`src/rtl/matmul_job_arbiter_if.sv`:
```
// Requester and matrix_mul signal bundle for matmul_job_arbiter.
// The slave modport is the arbiter; the master modport is the surrounding environment.
interface matmul_job_arbiter_if #(
    parameter int unsigned DW = 8
);
    logic [1:0]        rq_valid;
    logic [1:0]        rq_ready;
    logic [4*DW-1:0]   rq0_a;
    logic [4*DW-1:0]   rq0_b;
    logic [4*DW-1:0]   rq1_a;
    logic [4*DW-1:0]   rq1_b;
    logic [1:0]        rsp_valid;
    logic [8*DW-1:0]   rsp_c;
    logic              rsp_err;
    logic              mm_start;
    logic [4*DW-1:0]   mm_a;
    logic [4*DW-1:0]   mm_b;
    logic [8*DW-1:0]   mm_c;
    logic              mm_done;

    modport slave (
        input  rq_valid, rq0_a, rq0_b, rq1_a, rq1_b, mm_c, mm_done,
        output rq_ready, rsp_valid, rsp_c, rsp_err, mm_start, mm_a, mm_b
    );

    modport master (
        output rq_valid, rq0_a, rq0_b, rq1_a, rq1_b, mm_c, mm_done,
        input  rq_ready, rsp_valid, rsp_c, rsp_err, mm_start, mm_a, mm_b
    );
endinterface

```
`src/rtl/matmul_job_arbiter.sv`:
```
// Round-robin arbiter sharing one 2x2 matrix_mul between two requesters,
// one job in flight, with stale-done rejection and a WAIT timeout.
module matmul_job_arbiter #(
    parameter int unsigned DW      = 8,
    parameter int unsigned TIMEOUT = 64
) (
    input  logic                  clk,
    input  logic                  rst,
    matmul_job_arbiter_if.slave   bus,
    output logic                  busy,
    output logic [15:0]           jobs_done
);
    localparam int unsigned CW = $clog2(TIMEOUT + 1);

    typedef enum logic [1:0] {
        IDLE  = 2'd0,
        ISSUE = 2'd1,
        WAIT  = 2'd2,
        RESP  = 2'd3
    } state_t;

    state_t        state;
    logic          rr_ptr;
    logic          gnt;
    logic          armed;
    logic [CW-1:0] tcnt;

    logic          take;
    logic          win;

    // Winner selection: a lone requester always wins, contention goes to rr_ptr.
    always_comb begin
        take = 1'b0;
        win  = 1'b0;
        case (bus.rq_valid)
            2'b01:   begin take = 1'b1; win = 1'b0;   end
            2'b10:   begin take = 1'b1; win = 1'b1;   end
            2'b11:   begin take = 1'b1; win = rr_ptr; end
            default: begin take = 1'b0; win = 1'b0;   end
        endcase
        bus.rq_ready = 2'b00;
        if (state == IDLE && take) begin
            bus.rq_ready = win ? 2'b10 : 2'b01;
        end
    end

    always_ff @(posedge clk or posedge rst) begin
        if (rst) begin
            state         <= IDLE;
            rr_ptr        <= 1'b0;
            gnt           <= 1'b0;
            armed         <= 1'b0;
            tcnt          <= '0;
            busy          <= 1'b0;
            jobs_done     <= 16'd0;
            bus.mm_start  <= 1'b0;
            bus.mm_a      <= '0;
            bus.mm_b      <= '0;
            bus.rsp_valid <= 2'b00;
            bus.rsp_c     <= '0;
            bus.rsp_err   <= 1'b0;
        end else begin
            bus.mm_start  <= 1'b0;
            bus.rsp_valid <= 2'b00;
            unique case (state)
                IDLE: begin
                    if (take) begin
                        bus.mm_a     <= win ? bus.rq1_a : bus.rq0_a;
                        bus.mm_b     <= win ? bus.rq1_b : bus.rq0_b;
                        gnt          <= win;
                        rr_ptr       <= ~win;
                        busy         <= 1'b1;
                        bus.mm_start <= 1'b1;
                        state        <= ISSUE;
                    end
                end
                ISSUE: begin
                    armed <= 1'b0;
                    tcnt  <= '0;
                    state <= WAIT;
                end
                WAIT: begin
                    tcnt <= tcnt + CW'(1);
                    // Arm only after done has been seen low, so a level left over
                    // from the previous job cannot complete this one.
                    if (!armed && !bus.mm_done) begin
                        armed <= 1'b1;
                    end
                    if (armed && bus.mm_done) begin
                        bus.rsp_c     <= bus.mm_c;
                        bus.rsp_err   <= 1'b0;
                        bus.rsp_valid <= gnt ? 2'b10 : 2'b01;
                        jobs_done     <= jobs_done + 16'd1;
                        state         <= RESP;
                    end else if (tcnt == CW'(TIMEOUT - 1)) begin
                        bus.rsp_c     <= '0;
                        bus.rsp_err   <= 1'b1;
                        bus.rsp_valid <= gnt ? 2'b10 : 2'b01;
                        jobs_done     <= jobs_done + 16'd1;
                        state         <= RESP;
                    end
                end
                RESP: begin
                    busy  <= 1'b0;
                    state <= IDLE;
                end
            endcase
        end
    end
endmodule

```
`src/flat_wrapper.sv`:
```
// flat-port wrapper written by rule: the top's interface ports become plain ports
module matmul_job_arbiter_flat 
#(
    parameter int unsigned DW      = 8,
    parameter int unsigned TIMEOUT = 64
)
  (clk, rst, busy, jobs_done, bus_rq_valid, bus_rq0_a, bus_rq0_b, bus_rq1_a, bus_rq1_b, bus_mm_c, bus_mm_done, bus_rq_ready, bus_rsp_valid, bus_rsp_c, bus_rsp_err, bus_mm_start, bus_mm_a, bus_mm_b);
  matmul_job_arbiter_if #(.DW(DW)) bus_i ();
  input  logic clk;
  input  logic rst;
  output logic busy;
  output logic [15:0] jobs_done;
  input wire logic [$bits(bus_i.rq_valid)-1:0] bus_rq_valid;
  input wire logic [$bits(bus_i.rq0_a)-1:0] bus_rq0_a;
  input wire logic [$bits(bus_i.rq0_b)-1:0] bus_rq0_b;
  input wire logic [$bits(bus_i.rq1_a)-1:0] bus_rq1_a;
  input wire logic [$bits(bus_i.rq1_b)-1:0] bus_rq1_b;
  input wire logic [$bits(bus_i.mm_c)-1:0] bus_mm_c;
  input wire logic [$bits(bus_i.mm_done)-1:0] bus_mm_done;
  output wire logic [$bits(bus_i.rq_ready)-1:0] bus_rq_ready;
  output wire logic [$bits(bus_i.rsp_valid)-1:0] bus_rsp_valid;
  output wire logic [$bits(bus_i.rsp_c)-1:0] bus_rsp_c;
  output wire logic [$bits(bus_i.rsp_err)-1:0] bus_rsp_err;
  output wire logic [$bits(bus_i.mm_start)-1:0] bus_mm_start;
  output wire logic [$bits(bus_i.mm_a)-1:0] bus_mm_a;
  output wire logic [$bits(bus_i.mm_b)-1:0] bus_mm_b;
  assign bus_i.rq_valid = bus_rq_valid;
  assign bus_i.rq0_a = bus_rq0_a;
  assign bus_i.rq0_b = bus_rq0_b;
  assign bus_i.rq1_a = bus_rq1_a;
  assign bus_i.rq1_b = bus_rq1_b;
  assign bus_i.mm_c = bus_mm_c;
  assign bus_i.mm_done = bus_mm_done;
  assign bus_rq_ready = bus_i.rq_ready;
  assign bus_rsp_valid = bus_i.rsp_valid;
  assign bus_rsp_c = bus_i.rsp_c;
  assign bus_rsp_err = bus_i.rsp_err;
  assign bus_mm_start = bus_i.mm_start;
  assign bus_mm_a = bus_i.mm_a;
  assign bus_mm_b = bus_i.mm_b;
  matmul_job_arbiter #(.DW(DW), .TIMEOUT(TIMEOUT)) u_core (.clk(clk), .rst(rst), .bus(bus_i), .busy(busy), .jobs_done(jobs_done));
endmodule
```
`config.mk`:
```
export PLATFORM = sky130hd
export DESIGN_NAME = matmul_job_arbiter_flat
export DESIGN_NICKNAME = d
export VERILOG_FILES = /design/src/rtl/matmul_job_arbiter_if.sv /design/src/rtl/matmul_job_arbiter.sv /design/src/flat_wrapper.sv
export SDC_FILE = /design/constraint.sdc
export NUM_CORES = 1
export LEC_CHECK = 0
export BUFFER_PORTS_ARGS = -buffer_cell sky130_fd_sc_hd__buf_4
export CORE_AREA = 2 2 133 135
export CTS_CLUSTER_DIAMETER = 200
export DETAILED_ROUTE_END_ITERATION = 7
export DIE_AREA = 0 0 135 137
export GPL_TIMING_DRIVEN = 0
export HOLD_SLACK_MARGIN = 0.08
export PLACE_DENSITY = 0.7
export SKIP_LAST_GASP = 1
export SLEW_MARGIN = 20
export SYNTH_ARGS = -nofsm -noshare
export SYNTH_HDL_FRONTEND = slang
export SYNTH_SLANG_ARGS = --single-unit
```
`constraint.sdc`:
```
create_clock -name clk -period 4.45 [get_ports clk]
set_input_delay 0.2225 -clock clk [delete_from_list [all_inputs] [get_ports clk]]
set_output_delay 0.2225 -clock clk [all_outputs]
set_load 0.02 [all_outputs]
```
Word level (Yosys, flattened, before mapping)
Cells that the tools add are included.
Cells by class
  $add $sub $neg: 2
  equal/unequal tests: 10
  mux-type cells: 27
  bitwise gates (word level): 1
  reduce and logical (&&, ||, !) cells: 15
Operators with widths (count)
  $mux 64: 2
  $mux 32: 2
  $mux 16: 2
  $mux 2: 9
  $add 16x1->16 const B: 1
  $pmux 7 s2: 1
  $reduce_and 2->1: 5
  $eq 2x2->1 const B: 4
  $pmux 2 s4: 1
  $add 7x1->7 const B: 1
  $eq 7x6->1 const B: 1
  $mux 1: 7
  $pmux 1 s2: 3
  $reduce_bool 2->1: 3
  $eq 2x1->1 const B: 2
  $ne 2x1->1 const B: 2
  $logic_and 1x1->1: 3
  $ne 3x1->1 const B: 1
  $reduce_or 3->1: 1
  $logic_not 1->1: 2
  $logic_not 2->1: 1
  $not 1->1: 1
Word-level totals
  register bits after elaboration: 161
  input bits: 197
  output and inout port bits: 151
  logic and storage cells: 68

Longest topological paths before layout
Gate-level depths: netlist of run 1.
  depth after elaboration: 5
  gate-level depth with buffers: 9
  depth with buffers taken out: 6

Least setup slack after synthesis of run 1
No wires, ideal clock.
  path type: register to register
  start: register u_core.state[0]
  end: register u_core.jobs_done[1]
  library setup time: 0.125 ns
  arrival time: 1.900 ns
  slack: 2.425 ns
  cell stages (with the launch flop): 9
  buffers on the path: 3
  cells stage by stage: dfrtp_1 > inv_1 > ha_1 > buf_2 > inv_2 > o41a_1 > buf_2 > buf_1 > mux2_2
On the way
  longest elaborated chain between the ends: 2
Ends and longest elaborated chain
  from (decl): RTL line matmul_job_arbiter.sv:22  | state_t state;
  from (signal assigned): RTL line matmul_job_arbiter.sv:49  | state <= IDLE;
  from (signal assigned): RTL line matmul_job_arbiter.sv:74  | state <= ISSUE;
  from (signal assigned): RTL line matmul_job_arbiter.sv:80  | state <= WAIT;
  $eq 2x2->1: RTL line matmul_job_arbiter.sv:65  | unique case (state)
  $reduce_and 2->1 (no source line)
  to (signal assigned): RTL line matmul_job_arbiter.sv:93  | jobs_done <= jobs_done + 16'd1;
  to (signal assigned): RTL line matmul_job_arbiter.sv:99  | jobs_done <= jobs_done + 16'd1;
  to (decl): RTL line matmul_job_arbiter.sv:11  | output logic [15:0] jobs_done
No other way between the ends.
A chain may end at the register's enable or synchronous reset.

Worst setup path after layout of run 1
  start: register u_core.state[0]
  end: register u_core.bus.mm_a[29]
On the way
  longest elaborated chain between the ends: 2
Ends and longest elaborated chain
  $logic_not 2->1: RTL line matmul_job_arbiter.sv:65
  $reduce_and 2->1 (no source line)
  to (signal assigned): RTL line matmul_job_arbiter.sv:68  | bus.mm_a <= win ? bus.rq1_a : bus.rq0_a;
  to (decl): RTL line matmul_job_arbiter_if.sv:23  | output rq_ready, rsp_valid, rsp_c, rsp_err, mm_start, mm_a, mm_b
No other way between the ends.

==> summary.md, run 1 <==
| Metric | Value |
|---|---|
| Leak Pwr | `5.97 nW` |
| Clock Skew | `between 0.01 and 0.015 ns` |
| Setup repair bufs after CTS | `0` |
| Worst EP required | `4.80 ns` |
| Hpwl dp | `16500 µm` |
| Ports | `between 300 and 400` |
| Max-cap violations | `0` |
| Critical Path AT | `between 3 and 4 ns` |
| Syn nets | `707` |
| Reg2Reg Launch Point | `u_core.state[0]$_DFFE_PP0P_` |
| Maximum fanout along the worst path | `10` |
| Worst reg2reg path depth | `9` |
| Initial antenna violation count | `4` |
| Rows | `48` |
| Reg area | `4030 µm²` |
| Initial Utilization | `0.373` |
| Failing checks | `DRC` |
| Final Hold Fails | `0` |
| Met3 WL post-DR | `2480 µm` |
| First-pass GRT wire length | `38600 µm` |
| Total core area | `17100 µm²` |
| Register area share after synthesis | `0.634` |
| GPL Wtd Cong | `0.790` |
| FF-to-FF End | `u_core.bus.mm_a[29]$_DFFE_PP0P_` |
| Port Buf Inserts | `347` |
| CP endpoint kind | `flip-flop` |
| Synth unique cells | `39` |
| Design area | `about 12000 µm²` |
| Via density | `5.21` |
| Synth top area cells | `dfrtp_1 (63%), a222oi_1 (10%), a22o_1 (9.1%), inv_1 (4.4%), clkbuf_1 (1.5%)` |
| Clock sink count | `161` |
| Clk slew on worst S/H paths | `0.07 ns` |
| Cell Area, Placed | `between 9000 and 10000 µm²` |
| Layout cells sized above 1 | `0.359` |
| Area share of the largest cell type after synthesis | `0.634` |
| Total power | `8.01 mW` |
| F_max | `roughly 350 MHz` |
| DRC errors left | `3` |
| Finished Layout Cells | `roughly 1300` |
| Syn. warnings | `0` |
| Commonest non-fill, non-tap cell in the layout | `buf_4` |
| DRT Wirelength | `25900 µm` |
| Multi-input logic area | `1900 µm²` |
| Crit Path Class | `reg -> reg` |
| M1 WL | `9220 µm` |
| Element type at the critical path start | `flip-flop` |
| Cell chain of the critical path | `inv_1, ha_1, nand2_1, a21oi_1, clkbuf_1, clkbuf_1, a222oi_1, dlygate4sd3_1, inv_1` |
| Uppermost layer routed | `met4` |
| Post-Syn Area per Cell | `12.6 µm²` |
| Worst Hold Class | `in -> reg` |
| Clock buffer depth | `2` |
| Min-Delay Endpoint | `u_core.armed$_DFFE_PP0P_` |
| Met2 WL post-DR | `13200 µm` |
| Worst hold slack | `0.145 ns` |
| Ratio of final minimum period to clock period | `0.649` |
| Slowest CP cell | `dlygate4sd3_1` |
| Cts bufs inserted | `17` |
| Start point of the worst hold path | `bus_mm_done` |
| Tmin final | `2.89 ns` |
| Critical path's largest stage delay | `0.64 ns` |
| Setup-failing EPs final | `0` |
| Filler cells | `roughly 1200` |
| Post-synth top area cell | `dfrtp_1` |
| Chip width | `135 µm` |
| Root buffer cell | `clkbuf_16` |
| Vias in the first global route | `7303` |
| GRT Resource Usage Total | `0.273` |
| RSZ-0062 raised after global routing | `no` |
| Placed cell count | `1080` |
| Yosys reg bits | `161` |
| Pwr dens | `674 nW/µm²` |
| Status | `finished with violations` |
| Slew Limit Fails | `0` |
| Htree depth | `4` |
| Via count | `6824` |
| CTS Hold Bufs | `193` |
| Setup tns final | `0 ns` |
| Min-Delay Path Depth | `3` |
| Synthesized area | `6350 µm²` |
| Peak supply drop | `0.405 mV` |
| Grt total ovfl | `0` |
| Wire per inst | `19.8 µm` |
| Drt pass-1 iters | `8` |
| Largest net degree at the start of global routing | `35` |
| Reg2Reg Setup Slack | `1.56 ns` |
| ANT nets after route | `0` |
| Height of the die | `about 140 µm` |
| Resized cells post-CTS | `0` |
| Clk_lat worst skew | `0.42 ns` |
| Iteration-0 DRC Markers | `576` |
| Most frequent cells in the layout | `buf_4 (347), dlygate4sd3_1 (193), dfrtp_1 (161)` |
| Headroom to the max-slew limit | `0.608` |
| Slew @ Worst Pin | `0.588 ns` |
| Mapped Cells | `about 500` |
| Total die area | `18500 µm²` |
| Syn-to-layout area delta | `87.0%` |
| CTS tree | `yes` |
| Final nets | `1271` |
critical path: cells and delay by family (launching register included):
| kind | cells | cell delay, ns |
|---|---|---|
| buf+inv | 5 | 1.74 |
| flops | 1 | 0.41 |
| compound gates | 2 | 0.39 |
| fa+ha+maj | 1 | 0.21 |
| simple gates | 1 | 0.07 |
per-stage QoR:
stage | worst slack (ns) | util
after global placement | 1.10 | 0.542
after detailed placement | 2.00 | 0.548
after global routing | 1.32 | 0.697
after floorplan | 2.18 | -
after CTS | 1.69 | 0.696
final | 1.56 | 0.697
cell usage after synthesis (all sizes together):
master and instances:
a21o 2, a21oi 4, a222oi 64, a22o 66, a31oi 1, and4 1
buf 12, clkbuf 26, clkinv 1, dfrtp 161, ha 7, inv 75
mux2 1, mux2i 4, nand2 12, nand2b 1, nand3 9, nand3b 1
nand4 3, nand4b 1, nor2 10, nor2b 2, nor3 4, nor3b 2
nor4 5, nor4b 1, o21ai 4, o22a 1, o22ai 1, o2bb2ai 3
o32a 1, o41a 1, or3 1, xnor2 4, xor2 11
layer usage:
| metal | vias to the layer above | global-route usage |
|---|---|---|
| met5 | - | 0 |
| met4 | 0 | 0.139 |
| met3 | 78 | 0.0937 |
| met2 | 393 | 0.483 |
| met1 | 3326 | 0.289 |
| li1 | 3027 | - |
cell families after synthesis:
group | after synthesis | share of synthesized area
flip-flops | 161 | 0.634
buffers and inverters | 114 | 0.0677
AND/OR/NAND/NOR | 53 | 0.0445
multiplexers | 5 | 0.00807
AO/OA/AOI/OAI | 148 | 0.211
XOR/XNOR | 15 | 0.0207
adder cells (fa/ha/maj) | 7 | 0.0138
worst max path at each step:
stage          cells past startpoint                                to                         from
2_1_floorplan                      1          u_core.armed$_DFFE_PP0P_                          rst
3_3_place_gp                       2  u_core.jobs_done[12]$_DFFE_PP0P_                          rst
3_5_place_dp                       8   u_core.jobs_done[1]$_DFFE_PP0P_  u_core.state[0]$_DFFE_PP0P_
4_1_cts                            7                   bus_rq_ready[1]  u_core.state[1]$_DFFE_PP0P_
5_1_grt                            9   u_core.bus.mm_a[29]$_DFFE_PP0P_  u_core.state[1]$_DFFE_PP0P_
6_report                           9   u_core.bus.mm_a[29]$_DFFE_PP0P_  u_core.state[0]$_DFFE_PP0P_
layout make-up:
type                       instances  share of cell area
timing repair buffer             545               0.391
sequential                       161               0.339
multi-input combinational        228               0.160
clock buffer                      22              0.0391
inverter                          76              0.0243
tap                              225              0.0237
buffer                            38              0.0122
clock inverter                    10              0.0105
antenna                            4            0.000842
report_power, final:
part	switching, mW	total, mW	internal (mW)
Sequential	0.446	2.53	2.09
Clock	0.621	1.49	0.865
Combinational	2.00	4.00	2.00
sequential cells by signal (all words and copies together), names as in the netlist, 2 cells and up:
register / cells
u_core.bus.rsp_c: 64
u_core.bus.mm_a: 32
u_core.bus.mm_b: 32
u_core.jobs_done: 16
u_core.tcnt: 7
u_core.bus.rsp_valid: 2
u_core.state: 2
(Power assumes the default switching activity.)
==> inputs of run 2 (changes only) <==
PLACE_DENSITY = 0.67   (was 0.7)
clock period = 2.7 ns   (was 4.45 ns; I/O delays follow)
==> summary.md, run 2 (synthesis results as in run 1) <==
| Metric | Value |
|---|---|
| Largest regs | `u_core.bus.rsp_c (64), u_core.bus.mm_a (32), u_core.bus.mm_b (32)` |
| Slew Limit Fails | `0 (unchanged)` |
| Combinational Power Share | `0.483 (-0.016)` |
| Rows | `48 (unchanged)` |
| Clock sink count | `161 (unchanged)` |
| Port Buf Inserts | `347 (unchanged)` |
| Wire per inst | `19.4 µm (-2.0%)` |
| Worst reg2reg path depth | `8 (-1)` |
| Final nets | `1273 (+0.16%)` |
| Ratio of final minimum period to clock period | `0.938 (+0.289)` |
| Clock power share | `0.191 (+0.006)` |
| Layout cells sized above 1 | `0.369 (+0.00984)` |
| Hpwl dp | `16200 µm (-2.0%)` |
| CTS tree | `yes` |
| Initial Utilization | `0.373 (unchanged)` |
| Min-Delay Path Depth | `3 (unchanged)` |
| F_max | `395 MHz (+14%)` |
| Clock Skew | `0.00702 ns (-0.00438 ns)` |
| Min setup slack post-route | `0.167 ns (-1.39 ns)` |
| Headroom to the max-slew limit | `0.571 (-0.0375)` |
| RSZ-0062 raised after global routing | `no` |
| Crit path depth | `8 (-1)` |
| Largest register FFs | `64 (unchanged)` |
| Syn-to-layout area delta | `87.8%` |
| Critical path's largest stage delay | `0.60 ns (-0.04 ns)` |
| Element type at the critical path start | `flip-flop` |
| Setup tns final | `0 ns (unchanged)` |
| DRC errors left | `0 (-3)` |
| CP endpoint kind | `flip-flop` |
| Via count | `6842 (+0.26%)` |
| Switch Pwr | `4.91 mW (+60%)` |
| Iteration-0 DRC Markers | `590 (+2.4%)` |
| Initial antenna violation count | `5 (+1)` |
| Crit Path Class | `reg -> reg` |
| DRT Wirelength | `25400 µm (-1.9%)` |
| Total core area | `17100 µm² (unchanged)` |
| Most frequent CP cell | `inv_1` |
| Int Pwr | `7.85 mW (+59%)` |
| Dpl ws | `0.255 ns (-1.74 ns)` |
| Cell chain of the critical path | `inv_1, ha_1, o21ai_1, clkbuf_2, clkbuf_1, a222oi_1, dlygate4sd3_1, inv_1` |
| Top reg by flops | `u_core.bus.rsp_c` |
| Via density | `5.22 (+0.19%)` |
| Seq pwr share | `0.327 (+0.011)` |
| Worst Hold Class | `in -> reg` |
| Design area | `11900 µm² (+0.43%)` |
| Slew @ Worst Pin | `0.644 ns (+0.0563 ns)` |
| Setup-failing EPs final | `0 (unchanged)` |
| Clk slew on worst S/H paths | `0.06 ns (about the same)` |
| Critical Path AT | `2.89 ns (-0.35 ns)` |
| Status | `finished, final reports clean` |
| First-pass GRT wire length | `38100 µm (-1.2%)` |
| Worst EP required | `3.05 ns (-1.75 ns)` |
| Worst hold slack | `0.103 ns (-0.0415 ns)` |
| GRT Resource Usage Total | `0.269 (-0.00333)` |
| GPL Wtd Cong | `0.830 (+5.2%)` |
| Switching Fraction | `0.385 (+0.00270)` |
| Ports | `348 (unchanged)` |
| Clk_lat worst skew | `0.42 ns (about the same)` |
| Final Hold Fails | `0 (unchanged)` |
| Root buffer cell | `clkbuf_16` |
| Worst Path Buf+Inv | `5 (unchanged)` |
| Maximum fanout along the worst path | `10 (unchanged)` |
| Leak Pwr | `6.06 nW (+1.5%)` |
| Peak supply drop | `0.652 mV (+61%)` |
| Pwr dens | `1070 nW/µm² (+59%)` |
| Max-cap violations | `0 (unchanged)` |
| Final Util | `0.700 (+0.00301)` |
| Cell Area, Placed | `9380 µm² (+0.29%)` |
| ANT nets after route | `0 (unchanged)` |
| Most frequent cells in the layout | `buf_4 (347), dlygate4sd3_1 (194), dfrtp_1 (161)` |
| Grt total ovfl | `0 (unchanged)` |
| Clock buffer depth | `2 (unchanged)` |
| Worst path top cell family by delay | `buffers and inverters` |
| Vias in the first global route | `7028 (-3.8%)` |
| Cts bufs inserted | `17 (unchanged)` |
| Slowest CP cell | `dlygate4sd3_1` |
| Chip width | `135 µm (unchanged)` |
| Htree depth | `4 (unchanged)` |
| Height of the die | `137 µm (unchanged)` |
| Drt pass-1 iters | `8 (unchanged)` |
| Commonest non-fill, non-tap cell in the layout | `buf_4` |
| Largest net degree at the start of global routing | `34 (-2.9%)` |
| Total die area | `18500 µm² (unchanged)` |
| Tmin final | `2.53 ns (-0.357 ns)` |
## run 2: what timing repair did
| action | 4_1_cts | 5_1_grt |
|---|---|---|
| pin swaps | 0 | 0 |
| endpoints found under the setup margin | 1 | 17 |
| hold buffers | 194 | 0 |
| buffers inserted | 0 | 0 |
| resized for setup | 1 | 12 |
| endpoints found under the hold margin | 198 | 0 |
## run 2: final cells by class
class                      count  area [µm²]
antenna                        4        10.0
buffer                        38         155
clock buffer                  20         467
clock inverter                11         126
fill                        1153        5120
inverter                      76         289
multi-input combinational    228        1900
sequential                   161        4030
tap                          225         282
timing repair buffer         547        4680
## run 2: power groups by stage
stage / Combinational (mW) / Clock (mW) / Sequential, mW
after global routing: 6.56 / 2.59 / 4.26
after detailed placement: 5.43 / 0 / 4.09
after CTS: 6.03 / 2.47 / 4.10
after global placement: 5.33 / 0 / 4.11
after floorplan: 1.89 / 0 / 5.18
final: 6.16 / 2.43 / 4.17
## run 2: worst min-delay path, stage by stage
cell,delay [ns]
buf_4,0.10
nor3b_1,0.07
o22a_1,0.18
## run 2: routing by layer
layer	vias up	wire (µm)	GRT usage
li1	3031	-	-
met1	3319	9270	0.309
met2	410	12900	0.462
met3	80	2310	0.0770
met4	2	914	0.136
met5	-	11	0
## run 2: worst paths after layout
kind                                              from                           endpoint  slack, ns
setup / recovery           u_core.state[0]$_DFFE_PP0P_     u_core.bus.mm_a[7]$_DFFE_PP0P_       0.17
hold / removal                         bus_rq_valid[1]            u_core.busy$_DFFE_PP0P_       0.10
setup reg to reg           u_core.state[0]$_DFFE_PP0P_     u_core.bus.mm_a[7]$_DFFE_PP0P_       0.17
hold reg to reg                 u_core.gnt$_DFFE_PP0P_  u_core.bus.rsp_valid[0]$_DFF_PP0_       0.48
max in group asynchronous                          rst    u_core.bus.mm_b[19]$_DFFE_PP0P_       1.49
min in group asynchronous                          rst   u_core.bus.rsp_c[57]$_DFFE_PP0P_       0.29
## run 2: through the flow
stage | power (mW) | std cells
final | 12.8 | 1310
after global routing | 13.4 | 1310
after CTS | 12.6 | 1306
after detailed placement | 9.53 | 1081
after global placement | 9.43 | 1075
after floorplan | 7.06 | 503
==> inputs of run 3 (changes only) <==
clock period = 2.9 ns   (was 2.7 ns; I/O delays follow)
==> summary.md, run 3 (synthesis results as in run 1) <==
| Metric | Value |
|---|---|
| Pwr dens | `1030 nW/µm² (-3.9%)` |
| GPL Wtd Cong | `0.830 (unchanged)` |
| Wire per inst | `19.3 µm (-0.58%)` |
| Finished Layout Cells | `1309 (-0.076%)` |
| Vias in the first global route | `7066 (+0.54%)` |
| Min-Delay Path Depth | `3 (unchanged)` |
| Setup repair bufs after CTS | `0 (unchanged)` |
| Slew Limit Fails | `0 (unchanged)` |
| Layout cells sized above 1 | `0.369 (unchanged)` |
| Tmin final | `2.77 ns (+0.232 ns)` |
| Headroom to the max-slew limit | `0.555 (-0.0158)` |
| Syn-to-layout area delta | `87.8% (about the same)` |
| Clk slew on worst S/H paths | `0.07 ns (about the same)` |
| Top reg by flops | `u_core.bus.rsp_c` |
| Status | `finished, final reports clean` |
| Worst Hold Class | `in -> reg` |
| Largest register FFs | `64 (unchanged)` |
| Element type at the critical path start | `flip-flop` |
| Worst Path Buf+Inv | `5 (unchanged)` |
| Total core area | `17100 µm² (unchanged)` |
| Critical Path AT | `3.12 ns (+0.23 ns)` |
| Cell chain of the critical path | `inv_1, ha_1, o21ai_1, clkbuf_1, clkbuf_1, a222oi_1, dlygate4sd3_1, inv_1` |
| Worst reg2reg path depth | `8 (unchanged)` |
| Cell Area, Placed | `9380 µm² (unchanged)` |
| Via density | `5.19 (-0.67%)` |
| Largest regs | `u_core.bus.rsp_c (64), u_core.bus.mm_a (32), u_core.bus.mm_b (32)` |
| Initial antenna violation count | `4 (-1)` |
| Drt pass-1 iters | `6 (-2)` |
| Ratio of final minimum period to clock period | `0.953 (+0.0155)` |
| DRT Wirelength | `25300 µm (-0.65%)` |
| Start point of the worst hold path | `bus_rq_valid[1]` |
| Maximum fanout along the worst path | `10 (unchanged)` |
| Peak supply drop | `0.608 mV (-6.8%)` |
| Min-Delay Endpoint | `u_core.busy$_DFFE_PP0P_` |
| Slowest CP cell | `dlygate4sd3_1` |
| Reg area | `4030 µm² (unchanged)` |
| Filler cells | `1157 (+0.35%)` |
| Grt total ovfl | `0 (unchanged)` |
| Final Hold Fails | `0 (unchanged)` |
| Hpwl dp | `16200 µm (unchanged)` |
| Setup-failing EPs final | `0 (unchanged)` |
| Reg2Reg Launch Point | `u_core.state[0]$_DFFE_PP0P_` |
| Multi-input logic area | `1900 µm² (unchanged)` |
| Crit Path Class | `reg -> reg` |
| Leak Pwr | `6.02 nW (-0.61%)` |
| Initial Utilization | `0.373 (unchanged)` |
| Chip width | `135 µm (unchanged)` |
| GRT Resource Usage Total | `0.268 (-0.00191)` |
| Port Buf Inserts | `347 (unchanged)` |
| Clk_lat worst skew | `0.42 ns (about the same)` |
| Largest net degree at the start of global routing | `34 (unchanged)` |
| Total die area | `18500 µm² (unchanged)` |
| Slew @ Worst Pin | `0.668 ns (+0.0236 ns)` |
| Final Util | `0.700 (about the same)` |
| Max-cap violations | `0 (unchanged)` |
| Reg2Reg Setup Slack | `0.13 ns (-0.03 ns)` |
| Cts bufs inserted | `17 (unchanged)` |
| Placed cell count | `1081 (unchanged)` |
| Ports | `348 (unchanged)` |
| CP endpoint kind | `flip-flop` |
| Worst path top cell family by delay | `buffers and inverters` |
| FF-to-FF End | `u_core.bus.mm_a[28]$_DFFE_PP0P_` |
| Rows | `48 (unchanged)` |
| CTS tree | `yes` |
| Clock sink count | `161 (unchanged)` |
| Worst hold slack | `0.116 ns (+0.0130 ns)` |
| RSZ-0062 raised after global routing | `no` |
| Root buffer cell | `clkbuf_16` |
| Via count | `6791 (-0.75%)` |
| Design area | `11900 µm² (about the same)` |
| Most frequent cells in the layout | `buf_4 (347), dlygate4sd3_1 (194), dfrtp_1 (161)` |
| Worst EP required | `3.25 ns (+0.20 ns)` |
| Final nets | `1273 (unchanged)` |
| Commonest non-fill, non-tap cell in the layout | `buf_4` |
| First-pass GRT wire length | `38000 µm (-0.22%)` |
| F_max | `362 MHz (-8.4%)` |
| Height of the die | `137 µm (unchanged)` |
| Clock buffer depth | `2 (unchanged)` |
| Iteration-0 DRC Markers | `561 (-4.9%)` |
| Htree depth | `4 (unchanged)` |
| DRC errors left | `0 (unchanged)` |
| Clock Skew | `0.00914 ns (+0.00212 ns)` |
| ANT nets after route | `0 (unchanged)` |
| Critical path's largest stage delay | `0.62 ns (+0.02 ns)` |
## run 3: worst register-to-register path: stages (launching register included)
cell           delay (ns)
dfrtp_1              0.39
inv_1                0.10
ha_1                 0.24
o21ai_1              0.20
clkbuf_1             0.40
clkbuf_1             0.43
a222oi_1             0.21
dlygate4sd3_1        0.63
inv_1                0.11
## run 3: area by class of cell
cell class | instances | share of cell area
clock inverters | 11 | 0.0106
plain buffers | 38 | 0.0130
flip-flops and latches | 161 | 0.338
diodes | 3 | 0.000629
inverters | 76 | 0.0242
repair buffers | 547 | 0.392
clock buffers | 20 | 0.0391
multi-input cells | 228 | 0.159
well taps | 225 | 0.0236
## run 3: worst max path at each step
stage	startpoint	end	slack (ns)	depth (start not counted)
2_1_floorplan	rst	u_core.armed$_DFFE_PP0P_	0.71	1
3_3_place_gp	rst	u_core.bus.mm_b[8]$_DFFE_PP0P_	-0.39	2
3_5_place_dp	u_core.state[0]$_DFFE_PP0P_	u_core.jobs_done[1]$_DFFE_PP0P_	0.46	8
4_1_cts	u_core.state[0]$_DFFE_PP0P_	u_core.bus.mm_a[6]$_DFFE_PP0P_	0.14	9
5_1_grt	u_core.state[0]$_DFFE_PP0P_	u_core.bus.mm_a[16]$_DFFE_PP0P_	0.03	8
6_report	u_core.state[0]$_DFFE_PP0P_	u_core.bus.mm_a[28]$_DFFE_PP0P_	0.13	8
## run 3: timing repair
action                                 4_1_cts  5_1_grt
endpoints found under the hold margin      198        0
hold buffers                               194        0
gates resized for setup                      0       15
setup endpoints to repair                    0       47
## run 3: routing by layer
metal  GRT usage  routed length [µm]
met4       0.134                 943
met5           0                  11
met3      0.0763                2320
met2       0.459               12800
met1       0.307                9220
## run 3: report_power, final
part	total, mW	internal [mW]	switching, mW
Combinational	6.11	3.08	3.03
Clock	2.28	1.34	0.940
Sequential	3.87	3.20	0.674
Total	12.3	7.62	4.64
## run 3: metrics by stage
stage | total power, mW | setup WS [ns] | TNS, ns
6_report | 12.3 | 0.135 | 0
3_3_place_gp | 8.78 | -0.389 | -60.79
5_1_grt | 12.9 | 0.0261 | 0
2_1_floorplan | 6.58 | 0.712 | 0
4_1_cts | 12.1 | 0.137 | 0
3_5_place_dp | 8.87 | 0.455 | 0
